--- config.mk ---
export PLATFORM = sky130hd
export DESIGN_NAME = uart_line_buffer_flat
export DESIGN_NICKNAME = d
export VERILOG_FILES = /design/src/rtl/uart_line_buffer_pkg.sv /design/src/rtl/uart_line_buffer_if.sv /design/src/rtl/uart_line_buffer_ram.sv /design/src/rtl/uart_line_buffer.sv /design/src/flat_wrapper.sv
export SDC_FILE = /design/constraint.sdc
export NUM_CORES = 1
export LEC_CHECK = 0
export CAP_MARGIN = 30
export CORE_UTILIZATION = 50
export DETAILED_ROUTE_END_ITERATION = 8
export GPL_TIMING_DRIVEN = 0
export PLACE_DENSITY_LB_ADDON = 0.05
export REMOVE_ABC_BUFFERS = 1
export SYNTH_ARGS = -nofsm -noshare
export SYNTH_HDL_FRONTEND = slang
export SYNTH_SLANG_ARGS = --single-unit
export TNS_END_PERCENT = 30
--- constraint.sdc ---
create_clock -name i_clk -period 2.11 [get_ports i_clk]
set_input_delay 0.5275 -clock i_clk [delete_from_list [all_inputs] [get_ports i_clk]]
set_output_delay 0.5275 -clock i_clk [all_outputs]
set_load 0.005 [all_outputs]
--- src/rtl/uart_line_buffer_pkg.sv ---
// Shared types and ASCII constants for the UART line buffer slice.
package uart_line_pkg;

    typedef enum logic [1:0] {
        COLLECT   = 2'd0,
        SEND      = 2'd1,
        WAIT_DONE = 2'd2
    } state_t;

    localparam logic [7:0] ASCII_LF    = 8'h0A;
    localparam logic [7:0] ASCII_CR    = 8'h0D;
    localparam logic [7:0] ASCII_LC_A  = 8'h61;
    localparam logic [7:0] ASCII_LC_Z  = 8'h7A;
    localparam logic [7:0] CASE_OFFSET = 8'h20;

endpackage

--- src/rtl/uart_line_buffer_if.sv ---
// Receive/transmit handshake bundle between uart_top and the line buffer.
interface uart_line_buffer_if #(
    parameter int DEPTH = 64
);
    localparam int LEN_W = $clog2(DEPTH) + 1;

    logic             i_rx_dv;
    logic [7:0]       i_rx_byte;
    logic             i_tx_active;
    logic             i_tx_done;
    logic             o_tx_dv;
    logic [7:0]       o_tx_byte;
    logic             o_busy;
    logic             o_line_done;
    logic [LEN_W-1:0] o_line_len;
    logic [7:0]       o_drop_count;

    modport slave (
        input  i_rx_dv, i_rx_byte, i_tx_active, i_tx_done,
        output o_tx_dv, o_tx_byte, o_busy, o_line_done, o_line_len, o_drop_count
    );

    modport master (
        output i_rx_dv, i_rx_byte, i_tx_active, i_tx_done,
        input  o_tx_dv, o_tx_byte, o_busy, o_line_done, o_line_len, o_drop_count
    );

endinterface

--- src/rtl/uart_line_buffer_ram.sv ---
// DEPTH x 8 line storage: one synchronous write port, one combinational read port.
module line_buf_ram #(
    parameter int DEPTH = 64,
    parameter int AW    = $clog2(DEPTH)
) (
    input  logic          i_clk,
    input  logic          i_we,
    input  logic [AW-1:0] i_waddr,
    input  logic [7:0]    i_wdata,
    input  logic [AW-1:0] i_raddr,
    output logic [7:0]    o_rdata
);

    logic [7:0] mem [DEPTH];

    always_ff @(posedge i_clk) begin
        if (i_we) begin
            mem[i_waddr] <= i_wdata;
        end
    end

    assign o_rdata = mem[i_raddr];

endmodule

--- src/rtl/uart_line_buffer.sv ---
// Collects received bytes into a line, then replays it to the transmitter.
// Define UART_LINE_BUF_UPCASE_EN to upper-case 'a'..'z' on transmit.
module uart_line_buffer
    import uart_line_pkg::*;
#(
    parameter int         DEPTH     = 64,
    parameter logic [7:0] TERM_CHAR = ASCII_LF
) (
    input  logic               i_clk,
    input  logic               i_rst,
    uart_line_buffer_if.slave  bus
);

    localparam int          AW       = $clog2(DEPTH);
    localparam logic [AW:0] FULL_CNT = (AW+1)'(DEPTH);

    function automatic logic [7:0] sat_inc8(input logic [7:0] v);
        return (v == 8'hFF) ? v : v + 8'd1;
    endfunction

    function automatic logic [7:0] tx_xform(input logic [7:0] b);
`ifdef UART_LINE_BUF_UPCASE_EN
        if (b >= ASCII_LC_A && b <= ASCII_LC_Z) begin
            return b - CASE_OFFSET;
        end
        return b;
`else
        return b;
`endif
    endfunction

    state_t        state, state_nxt;
    logic [AW-1:0] wr_ptr, wr_ptr_nxt;
    logic [AW-1:0] rd_ptr, rd_ptr_nxt;
    logic [AW:0]   count, count_nxt, count_inc;
    logic [AW:0]   line_len, line_len_nxt;
    logic          tx_dv, tx_dv_nxt;
    logic [7:0]    tx_byte, tx_byte_nxt;
    logic          line_done, line_done_nxt;
    logic [7:0]    drop_count, drop_nxt;
    logic          mem_we;
    logic [7:0]    mem_rdata;

    line_buf_ram #(
        .DEPTH (DEPTH),
        .AW    (AW)
    ) u_ram (
        .i_clk   (i_clk),
        .i_we    (mem_we),
        .i_waddr (wr_ptr),
        .i_wdata (bus.i_rx_byte),
        .i_raddr (rd_ptr),
        .o_rdata (mem_rdata)
    );

    assign count_inc = count + 1'b1;

    always_comb begin
        state_nxt     = state;
        wr_ptr_nxt    = wr_ptr;
        rd_ptr_nxt    = rd_ptr;
        count_nxt     = count;
        line_len_nxt  = line_len;
        tx_dv_nxt     = 1'b0;
        tx_byte_nxt   = tx_byte;
        line_done_nxt = 1'b0;
        drop_nxt      = drop_count;
        mem_we        = 1'b0;

        case (state)
            COLLECT: begin
                if (bus.i_rx_dv) begin
                    mem_we     = 1'b1;
                    wr_ptr_nxt = wr_ptr + 1'b1;
                    count_nxt  = count_inc;
                    if (bus.i_rx_byte == TERM_CHAR || count_inc == FULL_CNT) begin
                        line_len_nxt = count_inc;
                        rd_ptr_nxt   = '0;
                        state_nxt    = SEND;
                    end
                end
            end
            SEND: begin
                if (!bus.i_tx_active) begin
                    tx_dv_nxt   = 1'b1;
                    tx_byte_nxt = tx_xform(mem_rdata);
                    state_nxt   = WAIT_DONE;
                end
            end
            WAIT_DONE: begin
                if (bus.i_tx_done) begin
                    if ({1'b0, rd_ptr} + 1'b1 == line_len) begin
                        line_done_nxt = 1'b1;
                        wr_ptr_nxt    = '0;
                        rd_ptr_nxt    = '0;
                        count_nxt     = '0;
                        state_nxt     = COLLECT;
                    end else begin
                        rd_ptr_nxt = rd_ptr + 1'b1;
                        state_nxt  = SEND;
                    end
                end
            end
            default: state_nxt = COLLECT;
        endcase

        // Anything received while a line is replaying is lost, including a
        // strobe coinciding with the final tx_done.
        if (state != COLLECT && bus.i_rx_dv) begin
            drop_nxt = sat_inc8(drop_count);
        end
    end

    always_ff @(posedge i_clk) begin
        if (i_rst) begin
            state      <= COLLECT;
            wr_ptr     <= '0;
            rd_ptr     <= '0;
            count      <= '0;
            line_len   <= '0;
            tx_dv      <= 1'b0;
            tx_byte    <= '0;
            line_done  <= 1'b0;
            drop_count <= '0;
        end else begin
            state      <= state_nxt;
            wr_ptr     <= wr_ptr_nxt;
            rd_ptr     <= rd_ptr_nxt;
            count      <= count_nxt;
            line_len   <= line_len_nxt;
            tx_dv      <= tx_dv_nxt;
            tx_byte    <= tx_byte_nxt;
            line_done  <= line_done_nxt;
            drop_count <= drop_nxt;
        end
    end

    assign bus.o_tx_dv      = tx_dv;
    assign bus.o_tx_byte    = tx_byte;
    assign bus.o_busy       = (state != COLLECT);
    assign bus.o_line_done  = line_done;
    assign bus.o_line_len   = line_len;
    assign bus.o_drop_count = drop_count;

endmodule

--- src/flat_wrapper.sv ---
// flat-port wrapper written by rule: the top's interface ports become plain ports
module uart_line_buffer_flat import uart_line_pkg::*;
#(
    parameter int         DEPTH     = 64,
    parameter logic [7:0] TERM_CHAR = ASCII_LF
)
  (i_clk, i_rst, bus_i_rx_dv, bus_i_rx_byte, bus_i_tx_active, bus_i_tx_done, bus_o_tx_dv, bus_o_tx_byte, bus_o_busy, bus_o_line_done, bus_o_line_len, bus_o_drop_count);
  uart_line_buffer_if #(.DEPTH(DEPTH)) bus_i ();
  input  logic i_clk;
  input  logic i_rst;
  input wire logic [$bits(bus_i.i_rx_dv)-1:0] bus_i_rx_dv;
  input wire logic [$bits(bus_i.i_rx_byte)-1:0] bus_i_rx_byte;
  input wire logic [$bits(bus_i.i_tx_active)-1:0] bus_i_tx_active;
  input wire logic [$bits(bus_i.i_tx_done)-1:0] bus_i_tx_done;
  output wire logic [$bits(bus_i.o_tx_dv)-1:0] bus_o_tx_dv;
  output wire logic [$bits(bus_i.o_tx_byte)-1:0] bus_o_tx_byte;
  output wire logic [$bits(bus_i.o_busy)-1:0] bus_o_busy;
  output wire logic [$bits(bus_i.o_line_done)-1:0] bus_o_line_done;
  output wire logic [$bits(bus_i.o_line_len)-1:0] bus_o_line_len;
  output wire logic [$bits(bus_i.o_drop_count)-1:0] bus_o_drop_count;
  assign bus_i.i_rx_dv = bus_i_rx_dv;
  assign bus_i.i_rx_byte = bus_i_rx_byte;
  assign bus_i.i_tx_active = bus_i_tx_active;
  assign bus_i.i_tx_done = bus_i_tx_done;
  assign bus_o_tx_dv = bus_i.o_tx_dv;
  assign bus_o_tx_byte = bus_i.o_tx_byte;
  assign bus_o_busy = bus_i.o_busy;
  assign bus_o_line_done = bus_i.o_line_done;
  assign bus_o_line_len = bus_i.o_line_len;
  assign bus_o_drop_count = bus_i.o_drop_count;
  uart_line_buffer #(.DEPTH(DEPTH), .TERM_CHAR(TERM_CHAR)) u_core (.i_clk(i_clk), .i_rst(i_rst), .bus(bus_i));
endmodule
==> summary.md, run 1 <==
| Metric | Value |
|---|---|
| Max transition margin | approximately 41% |
| Total Neg Setup Slack | -3.01 ns |
| Highest routed layer | met5 |
| Met2 routed WL | between 20000 and 30000 um |
| Layout cell share with drive strength beyond 1 | between 30 and 40% |
| WP data required | around 2.6 ns |
| RSZ-0062 raised after global routing | true |
| Total power | 23.0 mW |
| PortBufs | 38 |
| Synth top area cells | edfxtp_1 70%, mux4_2 12%, dfxtp_1 4.2% |
| Hold crit path type | input port to register |
| Crit path max fanout | 8 |
| Max-cap violations | 0 |
| Full die area | between 40000 and 50000 um2 |
| Final wirelength | 52500 um |
| Sequential element share of the synthesized area | between 70% and 80% |
| Worst Setup Path Type | register to register |
| # rows | 76 |
| Cts-stage hold buffer count | 0 |
| Pwr Density | 840 nW/um2 |
| Final setup margin | -0.214 ns |
| Global Route Usage Sum | 23.6% |
| Initial DRC Count | between 900 and 1000 |
| Met3 wire length | ~2800 um |
| Synth Flop Type | edfxtp_1 |
| Post-DP HPWL | between 30000 and 40000 um |
| Crit-path max cell delay | approximately 0.47 ns |
| Yosys top cell by area | edfxtp_1 |
| Synth cell types | 66 |
| Maximum vdd drop | 0.770 mV |
| Asr flop ratio synth | 0% |
| ANT cells | 0 |
| Slowest CP cell | a2111oi_4 |
| Final min period | 2.32 ns |
| Starting Density | about 51% |
| Cells after Synth | approximately 1200 |
| Clock-pin slew on the worst setup and hold paths | ~0.060 ns |
| First-pass GRT wire length | roughly 76000 um |
| Placed Cells | roughly 1800 |
| DR vias/cell | 5.91 |
| Core box area | between 40000 and 50000 um2 |
| Failing checks | setup timing |
| Final non-filler cell total | 1960 |
| Yosys reg bits | approximately 560 |
| Ys Warns | 0 |
| Final instance area | 27300 um2 |
| Final worst path period share | 110% |
| GPL Wtd Cong | 0.754 |
| Wl on met1 | roughly 22000 um |
| Area Growth Syn to Fin | 23.8% |
| Total gr overflow | 0 |
| Vias in the first global route | 11400 |
| Status | finished with violations |
| Synth top cells by count | 512 x edfxtp_1, 115 x nor2_1, 113 x mux4_2 |
| Area of the mapped netlist | about 22000 um2 |
| Worst R2R Setup Slack | -0.21 ns |
| Die X | around 210 um |
| Max H-tree Level | 2 |
| CP endpoint kind | register |
| Via count | approximately 12000 |
| Slew @ Worst Pin | just under 0.9 ns |
| Max Slew Vio Count | 0 |
| I/O pins | 39 |
| EDFF count, synth | 512 |
| Initial antenna violation count | 1 |
| Clock Skews | ~0.021 ns |
| Largest net degree at the start of global routing | 48 |
| Clock Tree Root | clkbuf_16 |
| Startpoint types | register |
| Fmax | roughly 0.43 GHz |
| WP data arrival | 2.81 ns |
| CP Cell Sequence | nand4_1 > or3_4 > a2111oi_4 > buf_4 > and3_4 > nand2_2 > a311o_1 |
| Count leader, synth | edfxtp_1 |
| Inserted Clock Buffers | 58 |
| DIE HEIGHT | approximately 210 um |
| Synth top area share | a little over two thirds |
| Routed Antenna Nets | 0 |
| Hold Fails Final Rpt | 0 |
| Avg WL per Cell | roughly 27 um |
| CTS tree | done |
| Skew-Pair Late Insertion Delay | about 0.6 ns |
| Placed instance area | between 20000 and 25000 um2 |
| Place WS | -1.69 ns |
| Longest Clk Path Bufs | 3 |
| Clock sinks | ~560 |
| DRC errors left | 0 |
| Layout Nets | 1345 |
| DRT Pass-1 Iters | 5 |
| Final setup fails | 28 |
| Synthesized area per cell | 18.3 um2 |
| Pleak | 8.34 nW |
## metrics by stage
stage                     utilization (%)  hold WS, ns
after floorplan                         -        0.479
after global placement               52.8        0.494
after detailed placement             53.7        0.495
after CTS                            60.8        0.270
after global routing                 63.2        0.294
final                                63.2        0.295
## layout by cell type, fill, tap and decap left out, types with 11 or more instances in the layout
| cell | count |
|---|---|
| a21oi_1 | 17 |
| a22oi_1 | 11 |
| a22oi_2 | 21 |
| buf_12 | 21 |
| buf_4 | 34 |
| clkbuf_1 | 11 |
| clkbuf_16 | 69 |
| clkdlybuf4s50_1 | 28 |
| clkinv_2 | 13 |
| dfxtp_1 | 23 |
| dfxtp_2 | 17 |
| edfxtp_1 | 512 |
| mux2i_1 | 40 |
| mux4_2 | 113 |
| nand2_1 | 28 |
| nand2_2 | 11 |
| nand3_1 | 18 |
| nor2_1 | 45 |
| nor2_4 | 68 |
## cells by family after synthesis
logic type	count (synthesis)	synth area share [%]
buffers and inverters	72	1.58
AND/OR/NAND/NOR	244	5.19
flip-flops	558	73.8
multiplexers	155	13.4
AO/OA/AOI/OAI	155	5.01
XOR/XNOR	19	0.754
adder cells (fa/ha/maj)	4	0.227
## power breakdown
part	internal, mW	switching [mW]	total (mW)
combinational	0.111	0.351	0.461
sequential	12.1	0.0280	12.1
clock	6.25	4.14	10.4
## metal layers
metal	up-vias	GRT usage (%)
li1	5162	-
met1	6034	32.6
met5	-	0
met2	303	39.2
met3	75	4.03
met4	2	5.70
## critical path, delay by kind of cell (launching register included)
family                 cells  cell delay (ns)
buffers and inverters      1             0.19
AOI/OAI and AO/OA          2             0.73
DFF                        1             0.44
and+or+nand+nor            4             0.82
## worst paths after layout
path / to / cells after the start / from
max: u_core.wr_ptr[2] / 7 / u_core.rd_ptr[2]
min: u_core.bus.o_tx_byte[0] / 2 / i_rst
max reg2reg: u_core.wr_ptr[2] / 7 / u_core.rd_ptr[2]
min reg2reg: u_core.bus.o_tx_byte[3] / 2 / u_core.bus.o_tx_byte[3]
## layout make-up
cell class | instances | area, um2
inverter | 6 | 22.5
multi-input combinational | 577 | 6580
timing repair buffer | 127 | 1710
fill | 3067 | 15900
clock buffer | 80 | 1680
sequential | 558 | 16300
tap | 585 | 732
clock inverter | 27 | 275
## registers in the layout, indices dropped and copies added, names as in the netlist
| signal | count |
|---|---|
| u_core.bus.o_tx_byte | 8 |
| u_core.bus.o_drop_count | 8 |
| u_core.state | 2 |
| u_core.bus.o_line_len | 7 |
| u_core.wr_ptr | 6 |
| u_core.rd_ptr | 6 |
| u_core.bus.o_tx_dv | 1 |
| u_core.u_ram.mem | 512 |
| u_core.count | 7 |
| u_core.bus.o_line_done | 1 |
## what timing repair did
item                                    CTS  global route
endpoints found under the setup margin  556           207
setup buffers                            16            37
pin swaps                                13            45
gates cloned                              5             9
resized for setup                       214           106
Note: power is estimated with default switching activity, not from simulation.
==> inputs of run 2 (changes only) <==
- CORE_UTILIZATION: 50 -> 62
- clock period: 2.11 -> 2.3 ns (I/O delays scaled with it)
==> run 2 against run 1 <==
  * The flow still finishes with violations (setup timing)
  * Critical path depth did not move
  * Register-to-register slack better by 0.17 ns
  * First-iteration DRC count rose by 13%
  * Highest routed layer unchanged
  * Cell count down 9.0%
  * Fmax is 0.67% lower
  * Flip-flop and latch count unchanged
  * Sequential share of layout area increased by 2.9 points
  * Total power shrank 12%
  * Setup slack improved by 0.17 ns
  * Clock skew is 0.0090 ns lower
  * Die area decreased by 19%
  * Clock-buffer cell count fell by 18
==> summary.md, run 2 (synthesis gave the netlist of run 1 again) <==
| Metric | Value |
|---|---|
| Skew-Pair Late Insertion Delay | 0.58 ns (-0.03 ns) |
| Max H-tree Level | 2 (unchanged) |
| Inserted Clock Buffers | 53 (-8.6%) |
| Pwr Density | 778 nW/um2 (-7.4%) |
| Cts-stage hold buffer count | 0 (unchanged) |
| Pleak | 7.90 nW (-5.3%) |
| Clock-pin slew on the worst setup and hold paths | 0.06 ns (about the same) |
| Top reg by flops | u_core.u_ram.mem |
| ANT cells | 0 (unchanged) |
| DIE HEIGHT | 191 um (-10%) |
| Hold EP | u_core.bus.o_tx_byte[3] |
| Commonest non-fill, non-tap cell in the layout | edfxtp_1 |
| Final min period | 2.34 ns (+0.0157 ns) |
| GPL Wtd Cong | 0.818 (+8.5%) |
| Largest net degree at the start of global routing | 59 (+23%) |
| Final wirelength | 48900 um (-6.7%) |
| Final setup fails | 5 (-82%) |
| Die X | 191 um (-10%) |
| Longest Clk Path Bufs | 3 (unchanged) |
| Reg2reg end | u_core.bus.o_tx_byte[1] |
| Initial DRC Count | 1092 (+13%) |
| Layout cell share with drive strength beyond 1 | 29.1% (-7.9 points) |
| Hold crit path type | input port to register |
| Slew @ Worst Pin | 0.955 ns (+0.0795 ns) |
| # rows | 68 (-11%) |
| Via count | 11600 (+0.58%) |
| Layout Nets | 1304 (-3.0%) |
| Most frequent cells in the layout | 512 x edfxtp_1, 113 x mux4_2, 64 x nor2_4 |
| DRT Pass-1 Iters | 8 (+3) |
| Final setup margin | -0.0397 ns (+0.174 ns) |
| PortBufs | 38 (unchanged) |
| Worst R2R Setup Slack | -0.04 ns (+0.17 ns) |
| WP data arrival | 2.82 ns (about the same) |
| Full die area | 36400 um2 (-19%) |
| CP endpoint kind | register |
| Hold Fails Final Rpt | 0 (unchanged) |
| WP data required | 2.78 ns (+0.19 ns) |
| First-pass GRT wire length | 73300 um (-3.1%) |
| Global Route Usage Sum | 28.3% (+4.7 points) |
| CTS tree | done |
| Post-DP HPWL | 29000 um (-4.5%) |
| Place WS | -1.53 ns (+0.153 ns) |
| Startpoint types | register |
| DR vias/cell | 6.53 (+11%) |
| Initial antenna violation count | 0 (-1) |
| Clock Skews | 0.0123 ns (-0.00899 ns) |
| Crit path max fanout | 16 (+8) |
| Failing checks | setup timing |
| DRC errors left | 0 (unchanged) |
| Worst Setup Path Type | register to register |
| Status | finished with violations |
| I/O pins | 39 (unchanged) |
| Max transition margin | 36.2% (-5.3 points) |
| RSZ-0062 raised after global routing | true |
| Total Neg Setup Slack | -0.118 ns (+2.90 ns) |
| Clock sinks | 558 (unchanged) |
| Clock Tree Root | clkbuf_16 |
| Maximum vdd drop | 1.12 mV (+46%) |
| Avg WL per Cell | 27.4 um (+2.5%) |
| Routed Antenna Nets | 0 (unchanged) |
| R2r startpoint | u_core.rd_ptr[3] |
| Area Growth Syn to Fin | 17.9% |
| Hold Crit Depth | 2 (unchanged) |
| Core box area | 34800 um2 (-20%) |
| Hold_sp | i_rst |
| Reg2reg path depth | 7 (unchanged) |
| Total gr overflow | 0 (unchanged) |
| Final worst path period share | 102% (-8.4 points) |
| Max Slew Vio Count | 0 (unchanged) |
| Starting Density | 63.4% (+12 points) |
| Max FFs per register | 512 (unchanged) |
| Vias in the first global route | 11600 (+1.4%) |
| Fmax | 0.427 GHz (-0.67%) |
| Max-cap violations | 0 (unchanged) |
-- run 2: report_power, final --
part           switching [mW]  internal (mW)  total (mW)
registers              0.0245           11.1        11.1
logic                   0.308         0.0974       0.405
clock network            3.66           5.07        8.73
total                    3.99           16.3        20.2
-- run 2: worst max-delay path by stage --
stage,start,end,slack (ns),cells after the start
after floorplan,u_core.rd_ptr[0],u_core.rd_ptr[3],-5.58,6
after global placement,u_core.rd_ptr[0],u_core.count[5],-8.66,6
after detailed placement,bus_i_rx_dv,u_core.u_ram.mem[59][1],-1.53,4
after CTS,u_core.count[3],u_core.rd_ptr[2],-0.06,6
after global routing,u_core.count[3],u_core.rd_ptr[5],-0.11,6
final,u_core.rd_ptr[3],u_core.bus.o_tx_byte[1],-0.04,7
-- run 2: layout make-up --
type                            count  area (um2)
Clock inverter                     34         353
Multi-Input combinational cell    577        6210
Sequential cell                   558       16300
Timing Repair Buffer               91        1170
Inverter                            6        22.5
Clock buffer                       62        1380
Tap cell                          455         569
Fill cell                        1941        8770
-- run 2: timing repair --
item | 4_1_cts | 5_1_grt
setup buffers | 19 | 8
endpoints found under the setup margin | 545 | 258
cloned | 3 | 0
pin swaps | 10 | 5
resized for setup | 179 | 31
-- run 2: metrics by stage --
| stage | util [%] | cell area (um2) | power, mW | cells | hold slack (ns) |
|---|---|---|---|---|---|
| floorplan | - | 21800 | 11.4 | 1141 | 0.479 |
| global placement | 65.2 | 22700 | 11.7 | 1634 | 0.490 |
| detailed placement | 66.4 | 23100 | 11.7 | 1655 | 0.508 |
| CTS | 74.1 | 25800 | 20.3 | 1773 | 0.319 |
| global route | 74.8 | 26000 | 20.7 | 1783 | 0.341 |
| finish | 74.8 | 26000 | 20.2 | 1783 | 0.341 |
-- run 2: per-layer routing --
layer	track usage [%]	routed length, um	up-vias
li1	-	-	5074
met5	1.79	82	-
met4	9.88	1530	2
met1	40.5	19700	5968
met2	43.9	23800	500
met3	5.43	3730	99
-- run 2: critical path, cell delays in order (launching register included) --
cell	delay (ns)
dfxtp_4	0.37
buf_16	0.11
buf_4	0.17
and2_2	0.47
a22oi_1	0.23
a21oi_1	0.48
a21oi_4	0.09
a311oi_1	0.29
==> inputs of run 3 (changes only) <==
- clock period: 2.3 -> 2.6 ns (I/O delays scaled with it)
==> run 3 against run 2 <==
  * The run still ends with setup timing left
  * Clock skew increased by 0.0035 ns
  * Utilization decreased by 1.6 points
  * First-iteration DRC count grew 8.5%
  * Non-clock buffer count is 24 lower
  * Via count decreased by 1.7%
  * Flip-flop and latch count unchanged
  * Clock power down 12%
  * Global-route usage shrank 0.21 points
  * Critical path depth is 2 lower
  * Cell count is 1.3% lower
  * Critical path type is now input port to register
==> summary.md, run 3 (synthesis gave the netlist of run 1 again) <==
| Metric | Value |
|---|---|
| Max-cap violations | 0 (unchanged) |
| Initial antenna violation count | 0 (unchanged) |
| Max H-tree Level | 2 (unchanged) |
| I/O pins | 39 (unchanged) |
| Layout cell share with drive strength beyond 1 | 26.3% (-2.8 points) |
| Starting Density | 63.4% (unchanged) |
| GPL Wtd Cong | 0.818 (unchanged) |
| Slew @ Worst Pin | 1.22 ns (+0.267 ns) |
| Inserted Clock Buffers | 53 (unchanged) |
| First-pass GRT wire length | 72700 um (-0.87%) |
| Longest Clk Path Bufs | 3 (unchanged) |
| WP buf/inv | 1 (-1) |
| PortBufs | 38 (unchanged) |
| Crit path max fanout | 8 (-8) |
| Largest net degree at the start of global routing | 59 (unchanged) |
| Avg WL per Cell | 27.5 um (+0.37%) |
| Max Slew Vio Count | 0 (unchanged) |
| Crit-path max cell delay | 0.65 ns (+0.17 ns) |
| Core box area | 34800 um2 (unchanged) |
| Hold Fails Final Rpt | 0 (unchanged) |
| Placed Cells | 1655 (unchanged) |
| Clock-pin slew on the worst setup and hold paths | 0.06 ns (about the same) |
| DR vias/cell | 6.51 (-0.33%) |
| Met3 wire length | 3760 um (+0.70%) |
| Internal power | 14.4 mW (-12%) |
| Layout Nets | 1280 (-1.8%) |
| WP data arrival | 2.97 ns (+0.15 ns) |
| Clock Tree Root | clkbuf_16 |
| Final min period | approximately 2.8 ns |
| Fmax | 0.362 GHz |
| Comb power frac | 1.9% (about the same) |
| Clock share of power | 43.1% (about the same) |
| Cell family with most CP delay | simple AND/OR/NAND/NOR gates |
| Final setup margin | -0.159 ns (-0.119 ns) |
| CP Capture Point | u_core.u_ram.mem[32][0] |
| Wl on met1 | 20000 um (+1.2%) |
| Clock sinks | 558 (unchanged) |
| Highest routed layer | met4 |
| Slowest CP cell | nor2_2 |
| Commonest non-fill, non-tap cell in the layout | edfxtp_1 |
| Final setup fails | 184 (+179) |
| R2r startpoint | u_core.state[1] |
| Routed Antenna Nets | 0 (unchanged) |
| Total gr overflow | 0 (unchanged) |
| Failing checks | setup timing |
| Critical path depth | 5 (-2) |
| Total Neg Setup Slack | -20.05 ns (-19.93 ns) |
| Reg2reg end | u_core.u_ram.mem[32][0] |
| Pleak | 7.71 nW (-2.5%) |
| Status | finished with violations |
| Hold crit path type | input port to register |
| DRC errors left | 0 (unchanged) |
| Worst setup path startpoint | bus_i_rx_dv |
| WP data required | 2.81 ns (+0.03 ns) |
| Reg2reg path depth | 5 (-2) |
| Worst Setup Path Type | input port to register |
| Die X | 191 um (unchanged) |
| Place WS | -1.31 ns (+0.225 ns) |
| Startpoint types | input port |
| CP Cell Sequence | clkdlybuf4s50_1 > nand2_1 > nor2_1 > nand2_1 > nor2_2 |
| Reg power frac | 55.0% (about the same) |
| # rows | 68 (unchanged) |
| Area of the multi-input gates | 5890 um2 (-5.2%) |
| Via count | 11400 (-1.7%) |
| Full die area | 36400 um2 (unchanged) |
| Total area of sequential cells | 16300 um2 (about the same) |
| Pwr Density | 702 nW/um2 (-9.7%) |
| Area Growth Syn to Fin | 15.3% |
| Final worst path period share | 106% |
| DRT Pass-1 Iters | 5 (-3) |
| Initial DRC Count | 1185 (+8.5%) |
| Max FFs per register | 512 (unchanged) |
| Vias in the first global route | 11400 (-1.7%) |
| CP endpoint kind | register |
| Max transition margin | 18.3% (-18 points) |
| Switching share of power | 19.6% (-0.11 points) |
| ANT cells | 0 (unchanged) |
| Worst R2R Setup Slack | -0.15 ns (-0.11 ns) |
| Met2 routed WL | 23400 um (-2.1%) |
| Global Route Usage Sum | 28.1% (-0.21 points) |
| RSZ-0062 raised after global routing | true |
| Most frequent cells in the layout | 512 x edfxtp_1, 113 x mux4_2, 53 x clkbuf_16 |
| DIE HEIGHT | 191 um (unchanged) |
| Post-DP HPWL | 29000 um (unchanged) |
| Final wirelength | 48500 um (-0.98%) |
| Clock Skews | 0.0158 ns (+0.00346 ns) |
| Net Sw Power | 3.51 mW (-12%) |
| CTS tree | done |
| Most numerous cell on the critical path | nand2_1 |
| Final Core Density | 73.2% (-1.6 points) |
| Maximum vdd drop | 1.00 mV (-11%) |
| FILL cells | 2029 (+4.5%) |
| Final non-filler cell total | 1759 (-1.3%) |
| Top reg by flops | u_core.u_ram.mem |
| Skew-Pair Late Insertion Delay | 0.58 ns (about the same) |
-- run 3: power by group through the flow --
stage	clock network [mW]	logic (mW)	registers [mW]
3_5_place_dp	0	0.315	10.0
3_3_place_gp	0	0.280	10.0
2_1_floorplan	0	0.0752	10.0
5_1_grt	8.11	0.360	9.83
6_report	7.72	0.336	9.83
4_1_cts	7.79	0.332	9.83
-- run 3: metrics by stage --
| step | hold WS (ns) | total power [mW] | cell area (um2) |
|---|---|---|---|
| finish | 0.419 | 17.9 | 25500 |
| global route | 0.416 | 18.3 | 25500 |
| CTS | 0.394 | 18.0 | 25300 |
| detailed placement | 0.508 | 10.3 | 23100 |
| global placement | 0.490 | 10.3 | 22700 |
| floorplan | 0.479 | 10.1 | 21800 |
-- run 3: area by class of cell --
cell class / count / share of cell area [%]
clock buffer: 62 / 5.42
timing repair buffer: 67 / 3.68
inverter: 6 / 0.0885
sequential: 558 / 64.1
tap: 455 / 2.24
clock inverter: 34 / 1.39
multi-input combinational: 577 / 23.1
-- run 3: metal layers --
layer | up-vias | GRT usage (%)
li1 | 5026 | -
met1 | 5875 | 40.4
met2 | 462 | 43.3
met3 | 85 | 6.18
met4 | 0 | 9.02
met5 | - | 0
-- run 3: how the worst min path moves through the flow --
stage                                from                         end  slack [ns]  cells after the start
2_1_floorplan             u_core.count[4]             u_core.count[4]        0.48                      1
3_3_place_gp   u_core.bus.o_drop_count[7]  u_core.bus.o_drop_count[7]        0.49                      2
3_5_place_dp   u_core.bus.o_drop_count[7]  u_core.bus.o_drop_count[7]        0.51                      2
4_1_cts                             i_rst     u_core.bus.o_tx_byte[3]        0.39                      2
5_1_grt                             i_rst     u_core.bus.o_tx_byte[7]        0.42                      2
6_report                            i_rst     u_core.bus.o_tx_byte[3]        0.42                      2
-- run 3: timing repair --
action                                  CTS  global route
pin swaps                                 1             5
setup buffers                             5             0
resized for setup                       106            27
hold buffers                              0             0
gates cloned                              3             0
endpoints found under the setup margin  541           392
-- run 3: worst reg2reg max path: cells and delay by family, from the launching register on --
| family | cells | cell delay (ns) |
|---|---|---|
| flip-flops | 1 | 0.38 |
| AND/OR/NAND/NOR | 5 | 2.00 |
